===== src/rtl/axi_loopback_selftest_chip.sv =====
// AXI4 loopback self-test chip: traffic-generator master, in-line monitor and
// scoreboard, and a single-beat AXI4 slave memory, all clocked by aclk.
// The internal bus is single-beat only (LEN=0, SIZE=4 bytes, INCR, ID=0,
// WSTRB all ones, RLAST always 1), so those fields are implied, not wired.
//
// state    | meaning
// ---------+-----------------------------------------------------------
// ST_IDLE  | just out of reset; leaves on the first clock (auto-start)
// ST_WR    | AWVALID/WVALID raised, each drops on its own handshake
// ST_WR_RSP| BREADY high, waiting for the write response
// ST_RD    | ARVALID raised for the current read
// ST_RD_DAT| RREADY high, waiting for the read beat
// ST_DONE  | run complete, status held until start
module axi_loopback_selftest_chip #(
    parameter int                DATA_W       = 32,
    parameter int                ADDR_W       = 32,
    parameter int                MEM_DEPTH    = 16,
    parameter int                NUM_TXN      = 16,
    parameter logic [DATA_W-1:0] PATTERN_BASE = 32'hC0DE_0000
) (
    input  logic        aclk,
    input  logic        aresetn,
    input  logic        start,
    input  logic        inject_err,
    output logic        done,
    output logic        pass,
    output logic [7:0]  err_cnt,
    output logic [15:0] wr_cnt,
    output logic [15:0] rd_cnt
);
    localparam logic [2:0] ST_IDLE   = 3'd0;
    localparam logic [2:0] ST_WR     = 3'd1;
    localparam logic [2:0] ST_WR_RSP = 3'd2;
    localparam logic [2:0] ST_RD     = 3'd3;
    localparam logic [2:0] ST_RD_DAT = 3'd4;
    localparam logic [2:0] ST_DONE   = 3'd5;

    localparam int                IDX_W       = $clog2(MEM_DEPTH);
    localparam logic [ADDR_W-1:0] IDX_MASK    = ADDR_W'((MEM_DEPTH - 1) << 2);
    localparam logic [15:0]       LAST_TXN    = 16'(NUM_TXN - 1);
    localparam logic [1:0]        RESP_OKAY   = 2'b00;
    localparam logic [1:0]        RESP_SLVERR = 2'b10;

    logic [2:0]        state;
    logic [15:0]       txn_idx;
    logic              aw_pend, w_pend, ar_pend;

    logic [ADDR_W-1:0] awaddr, araddr;
    logic [DATA_W-1:0] wdata, rdata, exp_rdata;
    logic              awvalid, awready, wvalid, wready;
    logic              bvalid, bready, arvalid, arready, rvalid, rready;
    logic [1:0]        bresp, rresp;
    logic              aw_fire, w_fire, b_fire, ar_fire, r_fire;

    assign awaddr    = ADDR_W'({txn_idx, 2'b00});
    assign araddr    = ADDR_W'({txn_idx, 2'b00});
    assign exp_rdata = PATTERN_BASE + DATA_W'(txn_idx);
    assign wdata     = exp_rdata ^ DATA_W'(inject_err);
    assign awvalid   = aw_pend;
    assign wvalid    = w_pend;
    assign arvalid   = ar_pend;
    assign bready    = (state == ST_WR_RSP);
    assign rready    = (state == ST_RD_DAT);

    assign aw_fire = awvalid & awready;
    assign w_fire  = wvalid & wready;
    assign b_fire  = bvalid & bready;
    assign ar_fire = arvalid & arready;
    assign r_fire  = rvalid & rready;

    // Master sequencer: NUM_TXN writes, then NUM_TXN reads of the same words.
    always_ff @(posedge aclk or negedge aresetn) begin
        if (!aresetn) begin
            state   <= ST_IDLE;
            txn_idx <= '0;
            aw_pend <= 1'b0;
            w_pend  <= 1'b0;
            ar_pend <= 1'b0;
        end else begin
            case (state)
                ST_IDLE: begin
                    state   <= ST_WR;
                    txn_idx <= '0;
                    aw_pend <= 1'b1;
                    w_pend  <= 1'b1;
                end
                ST_WR: begin
                    if (aw_fire) aw_pend <= 1'b0;
                    if (w_fire)  w_pend  <= 1'b0;
                    if ((!aw_pend || aw_fire) && (!w_pend || w_fire)) state <= ST_WR_RSP;
                end
                ST_WR_RSP: begin
                    if (b_fire) begin
                        if (txn_idx == LAST_TXN) begin
                            txn_idx <= '0;
                            ar_pend <= 1'b1;
                            state   <= ST_RD;
                        end else begin
                            txn_idx <= txn_idx + 16'd1;
                            aw_pend <= 1'b1;
                            w_pend  <= 1'b1;
                            state   <= ST_WR;
                        end
                    end
                end
                ST_RD: begin
                    if (ar_fire) begin
                        ar_pend <= 1'b0;
                        state   <= ST_RD_DAT;
                    end
                end
                ST_RD_DAT: begin
                    if (r_fire) begin
                        if (txn_idx == LAST_TXN) begin
                            state <= ST_DONE;
                        end else begin
                            txn_idx <= txn_idx + 16'd1;
                            ar_pend <= 1'b1;
                            state   <= ST_RD;
                        end
                    end
                end
                ST_DONE: begin
                    if (start) begin
                        state   <= ST_WR;
                        txn_idx <= '0;
                        aw_pend <= 1'b1;
                        w_pend  <= 1'b1;
                    end
                end
                default: state <= ST_IDLE;
            endcase
        end
    end

    logic       err_hit;
    logic [7:0] err_next;
    logic       run_last;

    assign err_hit  = (b_fire && bresp != RESP_OKAY) ||
                      (r_fire && (rresp != RESP_OKAY || rdata != exp_rdata));
    assign err_next = (err_hit && err_cnt != 8'hFF) ? err_cnt + 8'd1 : err_cnt;
    assign run_last = r_fire && (state == ST_RD_DAT) && (txn_idx == LAST_TXN);

    // Monitor counters, scoreboard error count and the done/pass status.
    always_ff @(posedge aclk or negedge aresetn) begin
        if (!aresetn) begin
            done    <= 1'b0;
            pass    <= 1'b0;
            err_cnt <= '0;
            wr_cnt  <= '0;
            rd_cnt  <= '0;
        end else if (state == ST_DONE && start) begin
            done    <= 1'b0;
            pass    <= 1'b0;
            err_cnt <= '0;
            wr_cnt  <= '0;
            rd_cnt  <= '0;
        end else begin
            if (b_fire) wr_cnt <= wr_cnt + 16'd1;
            if (r_fire) rd_cnt <= rd_cnt + 16'd1;
            err_cnt <= err_next;
            if (run_last) begin
                done <= 1'b1;
                pass <= (err_next == 8'd0);
            end
        end
    end

    // Slave write path: AW and W are captured independently, commit when both held.
    logic              aw_held, w_held;
    logic [ADDR_W-1:0] aw_addr_q, wr_addr;
    logic [DATA_W-1:0] w_data_q, wr_data;
    logic              wr_commit, wr_err;
    logic [IDX_W-1:0]  wr_idx;
    logic [DATA_W-1:0] mem [MEM_DEPTH];

    assign awready   = !bvalid && !aw_held;
    assign wready    = !bvalid && !w_held;
    assign wr_addr   = aw_fire ? awaddr : aw_addr_q;
    assign wr_data   = w_fire ? wdata : w_data_q;
    assign wr_commit = (aw_held || aw_fire) && (w_held || w_fire);
    assign wr_err    = |(wr_addr & ~IDX_MASK);
    assign wr_idx    = wr_addr[IDX_W+1:2];

    always_ff @(posedge aclk or negedge aresetn) begin
        if (!aresetn) begin
            aw_held   <= 1'b0;
            w_held    <= 1'b0;
            aw_addr_q <= '0;
            w_data_q  <= '0;
            bvalid    <= 1'b0;
            bresp     <= RESP_OKAY;
        end else begin
            if (b_fire) bvalid <= 1'b0;
            if (wr_commit) begin
                aw_held <= 1'b0;
                w_held  <= 1'b0;
                bvalid  <= 1'b1;
                bresp   <= wr_err ? RESP_SLVERR : RESP_OKAY;
            end else begin
                if (aw_fire) begin
                    aw_held   <= 1'b1;
                    aw_addr_q <= awaddr;
                end
                if (w_fire) begin
                    w_held   <= 1'b1;
                    w_data_q <= wdata;
                end
            end
        end
    end

    // Memory array is deliberately left out of reset.
    always_ff @(posedge aclk) begin
        if (wr_commit && !wr_err) mem[wr_idx] <= wr_data;
    end

    // Slave read path: one beat, returned the cycle after the AR handshake.
    logic             rd_err;
    logic [IDX_W-1:0] rd_idx;

    assign arready = !rvalid;
    assign rd_err  = |(araddr & ~IDX_MASK);
    assign rd_idx  = araddr[IDX_W+1:2];

    always_ff @(posedge aclk or negedge aresetn) begin
        if (!aresetn) begin
            rvalid <= 1'b0;
            rresp  <= RESP_OKAY;
            rdata  <= '0;
        end else if (ar_fire) begin
            rvalid <= 1'b1;
            rresp  <= rd_err ? RESP_SLVERR : RESP_OKAY;
            rdata  <= rd_err ? '0 : mem[rd_idx];
        end else if (r_fire) begin
            rvalid <= 1'b0;
        end
    end
endmodule


===== config.mk =====
export PLATFORM = sky130hd
export DESIGN_NAME = axi_loopback_selftest_chip
export DESIGN_NICKNAME = d
export VERILOG_FILES = /design/src/rtl/axi_loopback_selftest_chip.sv
export SDC_FILE = /design/constraint.sdc
export NUM_CORES = 1
export LEC_CHECK = 0
export ABC_AREA = 1
export CORE_UTILIZATION = 59
export DETAILED_ROUTE_END_ITERATION = 12
export PLACE_DENSITY_LB_ADDON = 0.08
export SETUP_SLACK_MARGIN = 0.05
export SYNTH_ARGS = -nofsm -noshare
export SYNTH_HDL_FRONTEND = slang
export SYNTH_SLANG_ARGS = --single-unit

===== constraint.sdc =====
create_clock -name aclk -period 3.9 [get_ports aclk]
set_input_delay 0.78 -clock aclk [delete_from_list [all_inputs] [get_ports aclk]]
set_output_delay 0.78 -clock aclk [all_outputs]
set_load 0.05 [all_outputs]

Yosys cells after proc, flatten, opt, wreduce, memory -nomap -nowiden

Memories as Yosys holds them, arrays and structs flattened.
Index checks and enable logic that the tools add are counted.

Flip-flop bits (word level): 168
Memory bits (writable): 512
Word-level logic and storage cells: 145
Memories: 1

Add/subtract/negate cells: 5
Eq/ne operators: 18
Multiplexer cells: 51
Bitwise gates (word level): 6
Reduce and logical (&&, ||, !) cells: 45

Memory list:

| name | words | width | read ports | clocked after memory_dff | wr ports | line | text |
|---|---|---|---|---|---|---|---|
| mem  | 16    | 32    | 1          | 0                        | 1        | 176  | `logic [DATA_W-1:0] mem [MEM_DEPTH];` |

Operators with widths:

| cell                                                             | number |
|---|---|
| 16-bit two-way mux                                               | 9 |
| 32-bit two-way mux                                               | 3 |
| 16-bit one-hot mux with 4 select lines                           | 1 |
| 16-bit by 1-bit adder with 16-bit output, second input constant  | 3 |
| 31-bit by 17-bit adder with 32-bit output, first input constant  | 1 |
| 32-bit inequality test                                           | 1 |
| 32-bit by 1-bit bitwise XOR with 32-bit output                   | 1 |
| 28-bit OR reduction                                              | 1 |
| 1-bit two-way mux                                                | 23 |
| 5-bit AND reduction                                              | 4 |
| 3-bit two-way mux                                                | 6 |
| 3-bit one-hot mux with 6 select lines                            | 1 |
| 2-bit nonzero test                                               | 9 |
| 16-bit by 4-bit == test with 1-bit output, second input constant | 1 |
| 8-bit two-way mux                                                | 2 |
| 2-bit inequality test, second input constant                     | 7 |
| 12-bit OR reduction                                              | 1 |
| 1-bit logical AND                                                | 11 |
| 8-bit by 1-bit adder with 8-bit output, second input constant    | 1 |
| 8-bit logical NOT                                                | 1 |
| 8-bit inequality test, second input constant                     | 1 |
| 1-bit one-hot mux with 4 select lines                            | 2 |
| 4-bit nonzero test                                               | 2 |
| 1-bit logical NOT                                                | 7 |
| 11 further kinds                                                 | 26 |

Longest topological paths before layout

Depth in word-level cells: 10
Gate-level depth with buffers: 18
Mapped depth without buffers: 17

Worst setup path before layout

OpenSTA, ideal clock, no wires.

Kind: reg2reg
From: reg bvalid
To: mem mem[0][0], enable pin
Library setup time: 0.421 ns
Data arrival time: 3.161 ns
Setup slack: 0.318 ns
Cell stages (with the launch flop): 9
Cell sequence: dfrtp_1 -> nor2_4 -> nand2_4 -> nand2_1 -> o21ai_0 -> or4_4 -> nor3b_4 -> nand3_2 -> nor2_1

Word-level cells in the longest chain between the ends: 9
Elaborated cells on any way between the ends: 14

Ends and longest elaborated chain:

| what                                    | line     | text |
|---|---|---|
| start: declaration                      | 51       | `logic bvalid, bready, arvalid, arready, rvalid, rready;` |
| start signal: assignment                | 192      | `bvalid <= 1'b0;` |
| start signal: assignment                | 195      | `if (b_fire) bvalid <= 1'b0;` |
| start signal: assignment                | 199      | `bvalid <= 1'b1;` |
| 1-bit logical NOT (*)                   | 178, 179 |  |
| 1-bit logical AND                       | 178      | `assign awready = !bvalid && !aw_held;` |
| 1-bit bitwise AND                       | 65       | `assign aw_fire = awvalid & awready;` |
| 32-bit two-way mux                      | --       |  |
| 28-bit OR reduction                     | 183      | `assign wr_err = \|(wr_addr & ~IDX_MASK);` |
| 1-bit logical NOT                       | 216      | `if (wr_commit && !wr_err) mem[wr_idx] <= wr_data;` |
| 1-bit logical AND                       | 216      |  |
| 1-bit two-way mux                       | 216      |  |
| 1-bit two-way mux (implied by the code) | 216      |  |
| end: declaration                        | 176      |  |

Every way passes the cells marked *; elsewhere a longest branch is shown, timed or not.

Final worst setup path

From: reg bvalid
To: mem mem[3][27], enable pin

The elaborated chain is that of the path after synthesis.

==> impl_metrics.env <==
export IMPL_outcome="completed"
export IMPL_hp_class="input port to asynchronous set/reset pin"
export IMPL_required_ps=4130
export IMPL_vias=18800
export IMPL_peakVddDrop_v=0.000463
export IMPL_synth_seq_area_share_pct=70.8
export IMPL_yosys_top_cells_area="edfxtp_1 56%, dfrtp_1 15%, o21ai_0 7.3%, nor2_1 5.5%, nand2_1 4.2%"
export IMPL_synth_area_um2=27600
export IMPL_max_clock_freq_mhz=295
export IMPL_finalCritPeriodShare_pct=86.9
export IMPL_hold_viol=0
export IMPL_hpwl_um=39600
export IMPL_grt_max_degree=176
export IMPL_report_final_slew_viol_count=0
export IMPL_fin_skew_ps=14.8
export IMPL_cts_root_buf="clkbuf_16"
export IMPL_netlist_instances=2401
export IMPL_grt_overflow=0
export IMPL_rsz0062_at_grt="false"
export IMPL_final_min_clock_period_ps=3390
export IMPL_slew_headroom_pct=36.7
export IMPL_synth_nets=2409
export IMPL_path_clk_slew_ps=60
export IMPL_fp_dieW_um=218
export IMPL_tns_ps=0
export IMPL_synth_main_ff_cell="edfxtp_1"
export IMPL_drc=0
export IMPL_cts_setup_buffers=0
export IMPL_finalPower_mw=21.0
export IMPL_grt_pass1_vias=18200
export IMPL_vias_per_cell=6.04
export IMPL_worstMarginPinSlew_ps=946
export IMPL_critPathArrivalTime_ps=3620
export IMPL_die_area_um2=47600
export IMPL_yosysWarnings=0
export IMPL_cts_buffer_depth=3
export IMPL_h_tree_depth=3
export IMPL_hold_buffers=0
export IMPL_synth_top_cell_by_area="edfxtp_1"
export IMPL_ys_seq_elements=678
export IMPL_ios=46
export IMPL_p_leak_nw=11.7
export IMPL_drt_wirelength_per_cell_um=21.4
export IMPL_yosysTopAreaCellShare_pct=55.7
export IMPL_layout_drive_gt1_share_pct=8.71
export IMPL_antenna_found_initial=0
export IMPL_crit_type="flop to flop"
export IMPL_clock_sinks=678
export IMPL_portBuffers=45
export IMPL_grt_use_total_pct=28.9
export IMPL_cap_violations=0
export IMPL_layout_cells_non_filler=3115
export IMPL_synth_edff_count=512
export IMPL_grt_pass1_wl_um=104000
export IMPL_end_kind="flop"
export IMPL_area_growth_pct=13.4
export IMPL_setup_viol=0
export IMPL_place_inst=2989
export IMPL_clkLatencyLatePin_ps=600
export IMPL_cts_tree="built"
export IMPL_die_h_um=218
export IMPL_drt_iter0_markers=1900
export IMPL_drt_pass1_iter_count=5
export IMPL_n_antenna_cell=0
export IMPL_ant_nets=0
export IMPL_routed_wl_um=66700
export IMPL_gp_congestion=0.901
export IMPL_synth_cell_types=50
export IMPL_start_util_pct=60.3
export IMPL_finalCoreUtilization_pct=68.3
export IMPL_start_kind="flop"
export IMPL_coreArea_um2=45800
export IMPL_rows=78
export IMPL_path_max_fanout=32
export IMPL_ys_async_sr_fraction_pct=24.5
export IMPL_cts_buffers=69
export IMPL_power_density_nw_per_um2=671
export IMPL_nNetsFinal=2468
export IMPL_cts_resized=0
export IMPL_avgSynthCellArea_um2=11.5
[cells by family (layout without fill, tap and decap cells)]
logic type / count (synthesis) / in the layout / synth area share [%]
XOR/XNOR: 9 / 9 / 0.286
multiplexers: 1 / 1 / 0.0363
flip-flops: 678 / 678 / 70.8
buffers and inverters: 285 / 399 / 4.00
adder cells (fa/ha/maj): 4 / 4 / 0.181
AND/OR/NAND/NOR: 812 / 812 / 12.0
AO/OA/AOI/OAI: 612 / 612 / 12.7
[path summary, 6_finish.rpt]
check | startpoint | to | slack, ps | depth (start not counted)
min in group aclk | w_data_q[30]$_DFFE_PN0N_ | w_data_q[30]$_DFFE_PN0N_ | 450 | 2
max in group asynchronous | aresetn | aw_addr_q[31]$_DFFE_PN0N_ | 2850 | 2
min | aresetn | rd_cnt[4]$_DFFE_PN0P_ | 190 | 1
max | bvalid$_DFFE_PN0P_ | mem[3][27]$_DFFE_PP_ | 510 | 11
max reg2reg | bvalid$_DFFE_PN0P_ | mem[3][27]$_DFFE_PP_ | 510 | 11
min reg2reg | w_data_q[30]$_DFFE_PN0N_ | w_data_q[30]$_DFFE_PN0N_ | 450 | 2
[cells in the final DEF, fill, tap and decap left out, types with 3 or more instances in the layout]
cell,count
edfxtp_1,512
o21ai_0,403
nor2_1,385
nand2_1,307
dfrtp_1,163
inv_1,143
clkbuf_16,73
o22ai_1,67
buf_4,66
o221ai_1,57
clkdlybuf4s50_1,44
nand3_1,40
a21oi_1,38
clkbuf_1,26
nor3_1,23
nor2_4,17
a32o_1,13
a31oi_1,11
clkinv_1,10
buf_12,9
nor4_1,7
clkbuf_8,7
clkinv_2,6
nand4_1,6
inv_2,5
xor2_1,5
nor2_2,4
o211ai_1,4
xnor2_1,4
nor3b_1,4
a211oi_1,4
a221oi_1,4
ha_1,4
or2_2,3
o21a_1,3
nand3_2,3
nor4_2,3
dfrtp_4,3
[cells in the mapped netlist, drive strengths merged, types with 5 or more instances]
| master | count |
|---|---|
| edfxtp | 512 |
| dfrtp | 166 |
| o221ai | 57 |
| nand3 | 44 |
| nand4 | 6 |
| a32o | 13 |
| nor3b | 5 |
| nand2 | 310 |
| o21ai | 406 |
| o22ai | 67 |
| a21oi | 38 |
| xor2 | 5 |
| inv | 150 |
| a31oi | 11 |
| nor4 | 10 |
| nor2 | 406 |
| nor3 | 25 |
| clkbuf | 112 |
| buf | 20 |
[power breakdown]
part | total, mW | internal [mW] | switching [mW]
logic | 5.54 | 1.56 | 3.99
clock network | 6.40 | 3.72 | 2.68
registers | 9.06 | 8.59 | 0.472
[sequential cells by signal, indices dropped and copies added, names as in the netlist, 3 cells and up]
name and flops:
mem 512, rdata 32, aw_addr_q 32, rd_cnt 16, err_cnt 8, w_data_q 32
txn_idx 16, wr_cnt 16, state 3
[layer usage]
layer,track usage [%],vias to the layer above,wire [um]
li1,-,8645,-
met4,8.97,0,1460
met3,4.51,100,4970
met5,0,-,0
met2,46.3,745,32000
met1,40.9,9327,28200
[layout make-up]
| type | instances | area, um2 |
|---|---|---|
| clock inverter | 20 | 176 |
| timing repair buffer | 120 | 1130 |
| multi-input combinational | 1438 | 7090 |
| fill | 3345 | 14500 |
| inverter | 153 | 581 |
| sequential | 678 | 19500 |
| clock buffer | 106 | 2020 |
| tap | 600 | 751 |
[metrics by stage]
step / worst slack [ps] / area [um2] / hold slack [ps]
final: 510 / 31300 / 189
after global routing: 264 / 31300 / 246
after CTS: 567 / 31300 / 215
after detailed placement: 588 / 29100 / 441
after global placement: 633 / 29100 / 434
after floorplan: 318 / 27600 / 423
[critical path, cell delays in order, from the launching register on]
cell and delay (ps):
dfrtp_1 470, nor2_4 170, nand2_4 180, inv_2 240, nand2_1 90, o21ai_0 100
nand4_1 110, nor4_1 200, nor3b_4 490, nand3_2 310, nor2_4 140, buf_4 490
Note: power is estimated with default switching activity, not from simulation.
